File: config.mk
export PLATFORM = sky130hd
export DESIGN_NAME = led_pattern_gen
export DESIGN_NICKNAME = d
export VERILOG_FILES = /design/src/rtl/led_pattern_gen.sv
export SDC_FILE = /design/constraint.sdc
export NUM_CORES = 1
export LEC_CHECK = 0
export BUFFER_PORTS_ARGS = -buffer_cell sky130_fd_sc_hd__buf_2
export CORE_UTILIZATION = 33
export DETAILED_ROUTE_END_ITERATION = 6
export PLACE_DENSITY = 0.46
export SLEW_MARGIN = 20
export SYNTH_ARGS = -nofsm -noshare
export SYNTH_HDL_FRONTEND = slang
export SYNTH_SLANG_ARGS = --single-unit
File: constraint.sdc
create_clock -name CLOCK_50 -period 3.5 [get_ports CLOCK_50]
set_input_delay 0.525 -clock CLOCK_50 [delete_from_list [all_inputs] [get_ports CLOCK_50]]
set_output_delay 0.525 -clock CLOCK_50 [all_outputs]
set_load 0.005 [all_outputs]
File: src/rtl/led_pattern_gen.sv
// Multi-channel LED pattern generator: a shared prescaler tick drives per-channel
// off/on/blink/PWM engines, each reconfigured through a single-cycle write port.
module led_pattern_gen #(
  parameter int         CHANNELS   = 8,
  parameter int         TICK_DIV   = 50000,
  parameter int         PER_W      = 16,
  parameter logic [1:0] DEF_MODE   = 2'b10,
  parameter int         DEF_PERIOD = 1000
) (
  input  logic                CLOCK_50,
  input  logic                reset,
  input  logic                cfg_we,
  input  logic [4:0]          cfg_ch,
  input  logic [1:0]          cfg_mode,
  input  logic [PER_W-1:0]    cfg_period,
  input  logic [PER_W-1:0]    cfg_duty,
  input  logic                sync_all,
  output logic                tick,
  output logic [CHANNELS-1:0] LEDG
);

  localparam int             PS_W    = (TICK_DIV > 1) ? $clog2(TICK_DIV) : 1;
  localparam logic [PS_W-1:0] PS_LAST = PS_W'(TICK_DIV - 1);

  localparam logic [1:0] MODE_OFF   = 2'b00;
  localparam logic [1:0] MODE_ON    = 2'b01;
  localparam logic [1:0] MODE_BLINK = 2'b10;
  localparam logic [1:0] MODE_PWM   = 2'b11;

  logic [PS_W-1:0] presc_reg;

  assign tick = (presc_reg == PS_LAST);

  always_ff @(posedge CLOCK_50) begin
    if (reset) begin
      presc_reg <= '0;
    end else if (sync_all || tick) begin
      presc_reg <= '0;
    end else begin
      presc_reg <= presc_reg + PS_W'(1);
    end
  end

  genvar gi;
  generate
    for (gi = 0; gi < CHANNELS; gi++) begin : g_ch
      logic [1:0]       mode_reg;
      logic [PER_W-1:0] period_reg;
      logic [PER_W-1:0] duty_reg;
      logic [PER_W-1:0] cnt_reg;
      logic             state_reg;
      logic             led_reg;
      logic             sel;
      logic             led_next;
      logic [PER_W-1:0] last_cnt;
      logic             at_last;

      // Out-of-range channel indices never match any instance, so such writes vanish.
      assign sel      = cfg_we && (cfg_ch == 5'(gi));
      // A zero period behaves like a period of one.
      assign last_cnt = (period_reg == '0) ? '0 : period_reg - PER_W'(1);
      assign at_last  = (cnt_reg == last_cnt);

      always_comb begin
        led_next = 1'b0;
        case (mode_reg)
          MODE_OFF:   led_next = 1'b0;
          MODE_ON:    led_next = 1'b1;
          MODE_BLINK: led_next = state_reg;
          MODE_PWM:   led_next = (cnt_reg < duty_reg);
          default:    led_next = 1'b0;
        endcase
      end

      // Priority: reset, then a write, then sync_all; a tick only advances untouched channels.
      always_ff @(posedge CLOCK_50) begin
        if (reset) begin
          mode_reg   <= DEF_MODE;
          period_reg <= PER_W'(DEF_PERIOD);
          duty_reg   <= '0;
          cnt_reg    <= '0;
          state_reg  <= 1'b0;
          led_reg    <= 1'b0;
        end else begin
          led_reg <= led_next;
          if (sel) begin
            mode_reg   <= cfg_mode;
            period_reg <= cfg_period;
            duty_reg   <= cfg_duty;
            cnt_reg    <= '0;
            state_reg  <= 1'b0;
          end else if (sync_all) begin
            cnt_reg   <= '0;
            state_reg <= 1'b0;
          end else if (tick) begin
            case (mode_reg)
              MODE_BLINK: begin
                if (at_last) begin
                  cnt_reg   <= '0;
                  state_reg <= ~state_reg;
                end else begin
                  cnt_reg <= cnt_reg + PER_W'(1);
                end
              end
              MODE_PWM: cnt_reg <= at_last ? '0 : cnt_reg + PER_W'(1);
              default:  cnt_reg <= '0;
            endcase
          end
        end
      end

      assign LEDG[gi] = led_reg;
    end
  endgenerate

endmodule

Word level (Yosys, flattened, before mapping)
Index checks and enable logic that the tools add are counted.
- eq/ne operators: 40
- muxes and demuxes: 32
- order comparisons: 8
- bitwise logic cells: 8
- $add $sub $neg: 17
- reductions and logical operators: 51
- operators with widths (kind ; number):
    16-bit 2-to-1 mux ; 24
    16-bit by 1-bit adder with 16-bit output (second input constant) ; 9
    16-bit == test ; 8
    16-bit logical NOT ; 8
    16-bit less-than comparator ; 8
    16-bit by 1-bit subtractor with 16-bit output (second input constant) ; 8
    2-bit == test (second input constant) ; 16
    1-bit one-hot mux with 4 select lines ; 8
    3-bit AND reduction ; 8
    3-bit OR reduction ; 8
    5-bit by 3-bit == test with 1-bit output (second input constant) ; 4
    2-bit OR reduction ; 9
    16-bit == test (second input constant) ; 1
    2-bit by 1-bit == test with 1-bit output (second input constant) ; 8
    2-bit logical NOT ; 8
    5-bit by 2-bit == test with 1-bit output (second input constant) ; 2
    1-bit logical AND ; 8
    1-bit inverter ; 8
    5-bit by 1-bit == test with 1-bit output (second input constant) ; 1
    5-bit logical NOT ; 1
    1-bit logical OR ; 1
- register bits after elaboration: 432
- input bits: 43
- output and inout port bits: 9

Depth between registers and ports, before layout
Gate-level depths: netlist (run 1).
- word-level depth: 5
- depth in mapped cells: 15

Least setup slack after synthesis (run 1)
No wires, ideal clock.
- kind: flip-flop to flip-flop
- start: register g_ch[0].period_reg[0]
- end: register g_ch[0].cnt_reg[15]
- data required time: 3.383 ns
- path buffers: 1
- cell stages (with the launch flop): 13
- clock period less this slack: 3.415 ns
- setup slack: 0.085 ns
- data arrival time: 3.298 ns
- cells stage by stage: dfxtp_1 > clkbuf_1 > inv_1 > ha_1 > or4b_2 > or4_4 > xnor3_1 > or4b_1 > o311a_1 > o41ai_4 > o21ai_1 > a21oi_1 > nor2_1
- word-level cells in the longest chain between the ends: 5
- elaborated cells between the ends (all ways): 6
- ends and longest elaborated chain (item ; RTL line ; text):
    from (decl) ; 48 ; logic [PER_W-1:0] period_reg;
    from (signal assigned) ; 79 ; period_reg <= PER_W'(DEF_PERIOD);
    from (signal assigned) ; 88 ; period_reg <= cfg_period;
    16-bit by 1-bit subtractor with 16-bit output or 16-bit logical NOT (tied branches) ; 61 ; assign last_cnt = (period_reg == '0) ? '0 : period_reg - PER_W'(1);
    16-bit 2-to-1 mux (*) ; 61 ;
    16-bit == test (*) ; 62 ; assign at_last = (cnt_reg == last_cnt);
    16-bit 2-to-1 mux (*) ; 98, 105 ;
    16-bit 2-to-1 mux (*) ; -- ;
    to (signal assigned) ; 102 ; cnt_reg <= cnt_reg + PER_W'(1);
    to (signal assigned) ; 105 ; MODE_PWM: cnt_reg <= at_last ? '0 : cnt_reg + PER_W'(1);
    to (decl) ; 50 ; logic [PER_W-1:0] cnt_reg;
Every way passes the cells marked *; elsewhere a longest branch is shown, timed or not.
A chain may end at the register's enable or synchronous reset.

Worst setup path after layout (run 1)
Ends and elaborated chain as after synthesis.

==> impl_metrics.tcl, run 1 <==
set metrics [dict create \
    cp.arrival_ns 3.84 \
    p_total_mw 11.23 \
    clk_pin_slew_ns 0.06 \
    dr.pass1.iters 7 \
    io_pins 52 \
    synthDominantCellAreaShare_pct 31.99 \
    dpl.hpwl_um 63340 \
    rsz0062_at_grt "false" \
    grt_pass1_vias 23520 \
    antenna_found_initial 4 \
    start_util_pct 33.45 \
    critical_path_class "reg -> reg" \
    insertion_delay_ns 0.61 \
    maxCapViolCount 0 \
    power.leakage_nw 10.81 \
    cp_slowest_cell "or4b_2" \
    min_period_over_period_pct 95.90 \
    hp-class "in -> reg" \
    max_stage_delay_ns 0.59 \
    dieWidth_um 288.2 \
    htreeDepth 2 \
    clock_skew_ns 0.01312 \
    grt_pass1_wl_um 143200 \
    fmax_ghz 0.2979 \
    die-area_um2 83070 \
    netlist_instances 3603 \
    synth_top_area_cell "dfxtp_1" \
    finalNetCount 3774 \
    synth_area_per_cell_um2 7.503 \
    clock-root-buffer "clkbuf_16" \
    r2r-end "g_ch[0].cnt_reg[15]$_SDFFE_PP0P_" \
    wl_um 93860 \
    drtAntennaViolNets 0 \
    drt_iter0_markers 1987 \
    synth_most_common_cell "nand2_1" \
    async_flop_share_pct 0 \
    ys_ff_latch 432 \
    fin_crit_ns 3.356 \
    syn_to_final_growth_pct 12.70 \
    core-area_um2 80810 \
    clkSinkCount 432 \
    whs_ns 0.1933 \
    num_rows 104 \
    setup_viol 0 \
    synth.distinct_cells 99 \
    die_h_um 288.2 \
    drv_slew 0 \
    ff2ff_path_depth 12 \
    portBuffers 51 \
    power_density_nw_per_um2 368.6 \
    place.gp.congestion 0.8696 \
    ys.flop_type "dfxtp_1" \
    reg2reg_slack_ns 0.14 \
    worstPathCellList "inv_1, ha_1, or4b_2, or4_4, xnor3_1, or4b_1, o311a_1, o41ai_4, buf_4, o21ai_1, a21oi_1, nor2_1" \
    wl_per_cell_um 19.98 \
    synth_edf_count 0 \
    finalHoldViolations 0 \
    via_count 25210 \
    cp-endpoint "g_ch[0].cnt_reg[15]$_SDFFE_PP0P_" \
    critical_path_required_ns 3.99 \
    r2r-start "g_ch[0].period_reg[0]$_SDFFE_PP0P_" \
    synthesis.area_um2 27030 \
    synthTopCellsByCount "nand2_1, dfxtp_1, a21oi_1, inv_1, clkbuf_1" \
    cts_buffers 53 \
    synth_nets 3783 \
    violations "design-rule violations" \
    slew_headroom_pct 41.48 \
    crit_path_max_fanout 8 \
    irDropWorstVdd_mv 0.3314 \
    critPathLaunch "g_ch[0].period_reg[0]$_SDFFE_PP0P_" \
    via_per_inst 5.366 \
    status "complete, but fails checks" \
    worstSetupEndpointType "register" \
    worst_pin_slew_ns 0.8778 \
    track_usage_pct 22.32 \
    start_kind "register" \
    grt_max_degree 139 \
    drive_gt1_share_pct 9.931 \
    n_fill_cell 8530 \
    clk_path_buf_depth 3 \
    cts_tree "yes" \
    overflow 0 \
    drc 10 \
    seq_area_frac_synth_pct 31.99 \
    synth.area.top_cells "dfxtp_1, nand2_1, a21oi_1" \
    ys_warn_count 0 \
]
==> how the worst min path moves through the flow <==
stage,start,endpoint,depth (start not counted),slack (ns)
after floorplan,presc_reg[0]$_SDFF_PP0_,presc_reg[0]$_SDFF_PP0_,1,0.41
after global routing,reset,g_ch[6].duty_reg[13]$_SDFFE_PP0P_,2,0.19
after detailed placement,presc_reg[0]$_SDFF_PP0_,presc_reg[0]$_SDFF_PP0_,1,0.44
after global placement,presc_reg[0]$_SDFF_PP0_,presc_reg[0]$_SDFF_PP0_,1,0.43
final,reset,g_ch[1].duty_reg[9]$_SDFFE_PP0P_,2,0.19
after CTS,reset,g_ch[1].duty_reg[10]$_SDFFE_PP0P_,2,0.17
==> worst max-delay path: cells and delay by family (launching register included) <==
kind / cells / cell delay, ns
AND/OR/NAND/NOR: 4 / 1.59
AO/OA/AOI/OAI: 4 / 0.74
flip-flops: 1 / 0.31
buffers and inverters: 2 / 0.25
XOR/XNOR: 1 / 0.18
adder cells (fa/ha/maj): 1 / 0.16
==> report_power, final <==
group,leakage (nW),switching [mW],internal (mW)
registers,3.48,0.0343,4.95
logic,6.44,0.422,0.148
clock network,0.877,2.31,3.37
total,10.8,2.77,8.46
==> logic make-up (layout without fill, tap and decap cells) <==
| family | Yosys count | in the layout | synth area share, % |
|---|---|---|---|
| flip-flops | 432 | 432 | 31.99 |
| buffers and inverters | 433 | 465 | 6.475 |
| AO/OA/AOI/OAI | 817 | 817 | 19.06 |
| adder cells (fa/ha/maj) | 137 | 137 | 6.341 |
| XOR/XNOR | 153 | 153 | 5.364 |
| multiplexers | 22 | 22 | 0.8285 |
| AND/OR/NAND/NOR | 1609 | 1609 | 29.94 |
| other | 0 | 2 | 0 |
==> what timing repair did <==
| item | 4_1_cts | 5_1_grt |
|---|---|---|
| buffers inserted | 0 | 2 |
| pin swaps | 0 | 2 |
| setup endpoints to repair | 2 | 67 |
| hold buffers | 0 | 0 |
| resized for setup | 1 | 18 |
==> metal layers <==
metal  track usage, %  share of wire [%]  up-vias  routed length [um]
met5                0              0.032        -                  30
met4            5.714                2.2        4                2050
met3            2.954                5.2      108                4858
met2            35.91                 44      541               41700
met1            31.26                 48    11910               45220
li1                 -                  -    12640                   -
==> metrics by stage <==
stage | instance area [um^2] | utilization [%] | cells | setup slack [ns] | TNS (ns)
floorplan | 27030 | - | 3603 | 0.08454 | 0
global placement | 28600 | 35.39 | 4597 | 0.03314 | 0
detailed placement | 28600 | 35.39 | 4597 | -0.01017 | -0.01017
CTS | 30380 | 37.59 | 4693 | 0.08420 | 0
global route | 30460 | 37.70 | 4695 | 0.02663 | 0
finish | 30470 | 37.70 | 4697 | 0.1436 | 0
==> final cells by class <==
class	instances	area, um^2	area share, %
multi-input cells	2738	16730	54.91
well taps	1060	1326	4.353
inverters	190	713.2	2.341
repair buffers	179	1267	4.160
diodes	2	5.005	0.01643
flip-flops and latches	432	8648	28.38
clock inverters	22	229.0	0.7515
clock buffers	74	1548	5.080
==> cell usage in the layout, fill, tap and decap left out, drive strengths merged, types with 11 or more instances in the layout <==
cell	netlist	routed
o22ai	28	28
nor4	66	66
or3b	22	22
nor3	81	81
nand2	736	736
xnor2	82	82
clkbuf	210	74
o31a	14	14
a211oi	16	16
and3	65	65
o21a	15	15
ha	137	137
nand4	52	52
or4	37	37
o31ai	14	14
nor4b	16	16
xor2	63	63
nor2b	37	37
o211ai	21	21
mux2i	19	19
nand3	104	104
a21o	65	65
nor2	158	158
nand2b	30	30
buf	33	179
dfxtp	432	432
clkinv	0	14
a31oi	15	15
o21ai	137	137
nor3b	17	17
nand3b	71	71
a21oi	347	347
a21boi	15	15
or2	21	21
or3	54	54
a2111oi	19	19
inv	190	191
a22o	11	11
Note: power is estimated with default switching activity, not from simulation.
==> inputs of run 2 (changes only) <==
--- a/config.mk
+++ b/config.mk
@@ -5,10 +5,12 @@
 export SDC_FILE = /design/constraint.sdc
 export NUM_CORES = 1
 export LEC_CHECK = 0
-export BUFFER_PORTS_ARGS = -buffer_cell sky130_fd_sc_hd__buf_2
+export BUFFER_PORTS_ARGS = -buffer_cell sky130_fd_sc_hd__buf_4
 export CORE_UTILIZATION = 33
 export DETAILED_ROUTE_END_ITERATION = 6
 export PLACE_DENSITY = 0.46
+export REMOVE_ABC_BUFFERS = 1
+export SKIP_LAST_GASP = 1
 export SLEW_MARGIN = 20
 export SYNTH_ARGS = -nofsm -noshare
 export SYNTH_HDL_FRONTEND = slang
==> run 2 against run 1 <==
- combinational power barely moved
- largest power group unchanged
- critical path depth unchanged
- non-clock buffer count down 13
- the run now ends clean
==> impl_metrics.tcl, run 2 (synthesis results as in run 1) <==
set metrics [dict create \
    drive_gt1_share_pct 9.785 \
    antenna_found_initial 2 \
    maxCapViolCount 0 \
    drt_iter0_markers 1478 \
    overflow 0 \
    power.leakage_nw 10.90 \
    power_density_nw_per_um2 385.7 \
    start_kind "register" \
    core-area_um2 80810 \
    crit_family "compound AO/OA/AOI/OAI gates" \
    grt_pass1_wl_um 142900 \
    io_pins 52 \
    clock-root-buffer "clkbuf_16" \
    max_stage_delay_ns 0.53 \
    drv_slew 0 \
    critical_path_required_ns 4.01 \
    irDropWorstVdd_mv 0.3513 \
    track_usage_pct 22.13 \
    portBuffers 51 \
    clkSinkCount 432 \
    finalHoldViolations 0 \
    critPathLaunch "g_ch[5].period_reg[0]$_SDFFE_PP0P_" \
    hp-class "in -> reg" \
    finalNetCount 3763 \
    die-area_um2 83070 \
    syn_to_final_growth_pct 13.70 \
    wl_per_cell_um 19.88 \
    grt_pass1_vias 23040 \
    min_period_over_period_pct 95.83 \
    clock_skew_ns 0.01756 \
    clk_pin_slew_ns 0.06 \
    ff2ff_path_depth 12 \
    critical_path_class "reg -> reg" \
    cp.depth 12 \
    cts_tree "yes" \
    wl_um 93280 \
    die_h_um 288.2 \
    final_cell_mix "nand2_1, dfxtp_1, a21oi_1" \
    place.gp.congestion 0.8534 \
    r2r-start "g_ch[5].period_reg[0]$_SDFFE_PP0P_" \
    clk_path_buf_depth 3 \
    start_util_pct 33.45 \
    worstSetupEndpointType "register" \
    drtAntennaViolNets 0 \
    slew_headroom_pct 35.60 \
    fin_crit_ns 3.354 \
    drc 0 \
    path_buf_inv 2 \
    insertion_delay_ns 0.62 \
    cts_buffers 55 \
    htreeDepth 2 \
    setup_viol 0 \
    status "finished, final reports clean" \
    reg2reg_slack_ns 0.15 \
    grt_max_degree 154 \
    p_total_mw 11.86 \
    final_common_cell "nand2_1" \
    worstPathCellList "inv_1, ha_1, or4b_1, or4_1, a2111oi_1, o21ai_0, a32oi_1, a41o_1, nor2_1, buf_4, a21o_1, a22o_1" \
    r2r-end "g_ch[5].cnt_reg[4]$_SDFFE_PP0P_" \
    dieWidth_um 288.2 \
    crit_path_max_fanout 15 \
    worst_pin_slew_ns 0.9624 \
    dr.pass1.iters 7 \
    fin_setup_tns_ns 0 \
    via_count 25010 \
    cp-endpoint "g_ch[5].cnt_reg[4]$_SDFFE_PP0P_" \
    num_rows 104 \
    ctsHoldBuffers 0 \
    fmax_ghz 0.2982 \
    dpl.hpwl_um 63130 \
    via_per_inst 5.331 \
    cp.arrival_ns 3.86 \
    cp_slowest_cell "or4_1" \
]
==> run 2: routing by layer <==
metal | up-vias | routed length, um | global-route usage, %
li1 | 12640 | - | -
met1 | 11870 | 44850 | 30.98
met2 | 402 | 42970 | 36.33
met3 | 95 | 3625 | 2.543
met4 | 0 | 1833 | 4.854
met5 | - | 0 | 0
==> run 2: worst min path at each step <==
stage | from | endpoint | slack (ns) | cells after the start
2_1_floorplan | presc_reg[0]$_SDFF_PP0_ | presc_reg[0]$_SDFF_PP0_ | 0.41 | 1
3_3_place_gp | presc_reg[0]$_SDFF_PP0_ | presc_reg[0]$_SDFF_PP0_ | 0.43 | 1
3_5_place_dp | presc_reg[0]$_SDFF_PP0_ | presc_reg[0]$_SDFF_PP0_ | 0.44 | 1
4_1_cts | cfg_duty[2] | g_ch[4].duty_reg[2]$_SDFFE_PP0P_ | 0.24 | 3
5_1_grt | cfg_duty[4] | g_ch[4].duty_reg[4]$_SDFFE_PP0P_ | 0.26 | 3
6_report | cfg_duty[2] | g_ch[4].duty_reg[2]$_SDFFE_PP0P_ | 0.28 | 3
==> run 2: power by group <==
group	internal [mW]	switching (mW)
Clock	3.95	2.36
Combinational	0.160	0.408
Sequential	4.95	0.0348
==> run 2: through the flow <==
step / setup slack (ns) / utilization (%) / hold WS (ns) / instance area, um^2 / std cells
2_1_floorplan: -1.302 / - / 0.4132 / 26000 / 3360
6_report: 0.1461 / 38.04 / 0.2776 / 30740 / 4691
3_5_place_dp: 0.03443 / 35.46 / 0.4380 / 28650 / 4584
3_3_place_gp: 0.05132 / 35.46 / 0.4334 / 28650 / 4584
4_1_cts: 0.03146 / 37.94 / 0.2412 / 30660 / 4686
5_1_grt: -0.05141 / 38.03 / 0.2569 / 30730 / 4688
==> run 2: what timing repair did <==
item,in CTS,in global routing
resized for setup,0,14
buffers inserted,0,2
endpoints found under the setup margin,0,57
==> run 2: layout make-up <==
cell class | instances | area, um^2
Inverter | 190 | 713.2
Timing Repair Buffer | 166 | 1316
Clock buffer | 75 | 1614
Antenna cell | 3 | 7.507
Tap cell | 1060 | 1326
Sequential cell | 432 | 8648
Fill cell | 8438 | 50070
Clock inverter | 27 | 396.6
Multi-Input combinational cell | 2738 | 16720
==> run 2: worst min-delay path: cells and delay by family <==
kind | cells | cell delay, ns
buffers and inverters | 1 | 0.18
AND/OR/NAND/NOR | 1 | 0.08
AO/OA/AOI/OAI | 1 | 0.05
==> inputs of run 3 (changes only) <==
--- a/config.mk
+++ b/config.mk
@@ -8,6 +8,7 @@
 export BUFFER_PORTS_ARGS = -buffer_cell sky130_fd_sc_hd__buf_4
 export CORE_UTILIZATION = 33
 export DETAILED_ROUTE_END_ITERATION = 6
+export GPL_TIMING_DRIVEN = 0
 export PLACE_DENSITY = 0.46
 export REMOVE_ABC_BUFFERS = 1
 export SKIP_LAST_GASP = 1
==> run 3 against run 2 <==
- fmax down 0.94%
- critical path depth down 2
- flip-flop and latch count did not move
- sequential share of layout area rose by 0.19 points
- die area did not move
- the run now ends with design-rule violations left
- routed wire length fell by 4.0%
==> impl_metrics.tcl, run 3 (synthesis results as in run 1) <==
set metrics [dict create \
    place.gp.congestion 0.8460 \
    slew_headroom_pct 38.02 \
    via_per_inst 5.354 \
    insertion_delay_ns 0.60 \
    drc 4 \
    dieWidth_um 288.2 \
    grt_max_degree 120 \
    final_area_um2 30560 \
    ctsHoldBuffers 0 \
    min_period_over_period_pct 96.74 \
    worstPathCellList "or4_4, or4b_4, nor3_1, and3b_1, o311ai_1, o41ai_4, buf_4, buf_4, or4_1, a21oi_1" \
    drive_gt1_share_pct 8.986 \
    grt_pass1_vias 22670 \
    core-area_um2 80810 \
    path_buf_inv 2 \
    power.leakage_nw 10.60 \
    post_dp_cell_area_um2 28250 \
    drt_iter0_markers 1747 \
    n_fill_cell 8453 \
    cp_common_cell "buf_4" \
    hp-class "in -> reg" \
    htreeDepth 2 \
    syn_to_final_growth_pct 13.06 \
    max_stage_delay_ns 0.59 \
    crit_family "simple AND/OR/NAND/NOR gates" \
    status "complete, but fails checks" \
    worstSetupEndpointType "register" \
    final_cell_mix "nand2_1, dfxtp_1, a21oi_1" \
    finalHoldViolations 0 \
    wl_um 89540 \
    fin_crit_ns 3.386 \
    die-area_um2 83070 \
    clock_skew_ns 0.01658 \
    via_count 24690 \
    drtAntennaViolNets 0 \
    cp_slowest_cell "or4_4" \
    p_total_mw 11.39 \
    final_cells 4612 \
    start_util_pct 33.45 \
    violations "design-rule violations" \
    critical_path_required_ns 4.03 \
    cts_buffers 53 \
    finalNetCount 3685 \
    die_h_um 288.2 \
    whs_ns 0.2953 \
    post-place-cells 4496 \
    clock-root-buffer "clkbuf_16" \
    crit_path_max_fanout 6 \
    wl_per_cell_um 19.42 \
    clkSinkCount 432 \
    cp.arrival_ns 3.91 \
    dr.pass1.iters 7 \
    grt_pass1_wl_um 137700 \
    io_pins 52 \
    irDropWorstVdd_mv 0.4365 \
    maxCapViolCount 0 \
    critical_path_class "reg -> reg" \
    final_common_cell "nand2_1" \
    clk_pin_slew_ns 0.06 \
    dpl.hpwl_um 60510 \
    setup_viol 0 \
    cts_tree "yes" \
    track_usage_pct 21.22 \
    overflow 0 \
    fin_util_pct 37.82 \
    worst_pin_slew_ns 0.9262 \
    power_density_nw_per_um2 372.5 \
    antenna_found_initial 4 \
    start_kind "register" \
    drv_slew 0 \
    num_rows 104 \
    fmax_ghz 0.2954 \
    portBuffers 51 \
    clk_path_buf_depth 3 \
]
-- run 3: path summary, 6_finish.rpt --
kind	from	end	slack, ns	cells after the start
max	g_ch[0].period_reg[6]$_SDFFE_PP1P_	g_ch[0].cnt_reg[5]$_SDFFE_PP0P_	0.11	10
min reg2reg	presc_reg[0]$_SDFF_PP0_	presc_reg[0]$_SDFF_PP0_	0.44	1
max reg2reg	g_ch[0].period_reg[6]$_SDFFE_PP1P_	g_ch[0].cnt_reg[5]$_SDFFE_PP0P_	0.11	10
min	cfg_duty[1]	g_ch[2].duty_reg[1]$_SDFFE_PP0P_	0.30	3
-- run 3: stage by stage --
step	setup slack (ns)	TNS, ns
2_1_floorplan	-1.302	-79.87
3_3_place_gp	-6.093	-842.10
3_5_place_dp	-1.184	-54.55
4_1_cts	0.002240	0
5_1_grt	-0.002770	-0.002770
6_report	0.1142	0
-- run 3: cell type report --
cell class                 count  area, um^2  share of cell area, %
tap                         1060        1326                  4.339
timing repair buffer          90       937.1                  3.066
clock buffer                  84        1635                  5.350
inverter                     190       715.7                  2.342
multi-input combinational   2738       17080                  55.87
sequential                   432        8658                  28.33
antenna                        2       5.005                0.01637
clock inverter                16       211.5                 0.6918
-- run 3: per-layer routing --
metal	routed length, um	GRT usage (%)
met1	43870	29.85
met2	40760	34.39
met3	2914	2.283
met4	1993	5.450
met5	7	0
-- run 3: worst min-delay path, cell delays in order --
cell and delay (ns):
buf_4 0.19, nand2_1 0.08, a21oi_1 0.05
-- run 3: power by group --
group          leakage [nW]  internal, mW  switching (mW)  total (mW)
Combinational          6.20         0.164           0.402       0.566
Clock                 0.913          3.56            2.27        5.83
Sequential             3.49          4.95          0.0414        4.99
Total                  10.6          8.67            2.72        11.4
-- run 3: repair_timing --
item,CTS,global route
gates cloned,0,0
setup endpoints to repair,112,119
buffers inserted,9,5
pin swaps,8,13
hold endpoints to repair,0,0
gates resized for setup,31,50
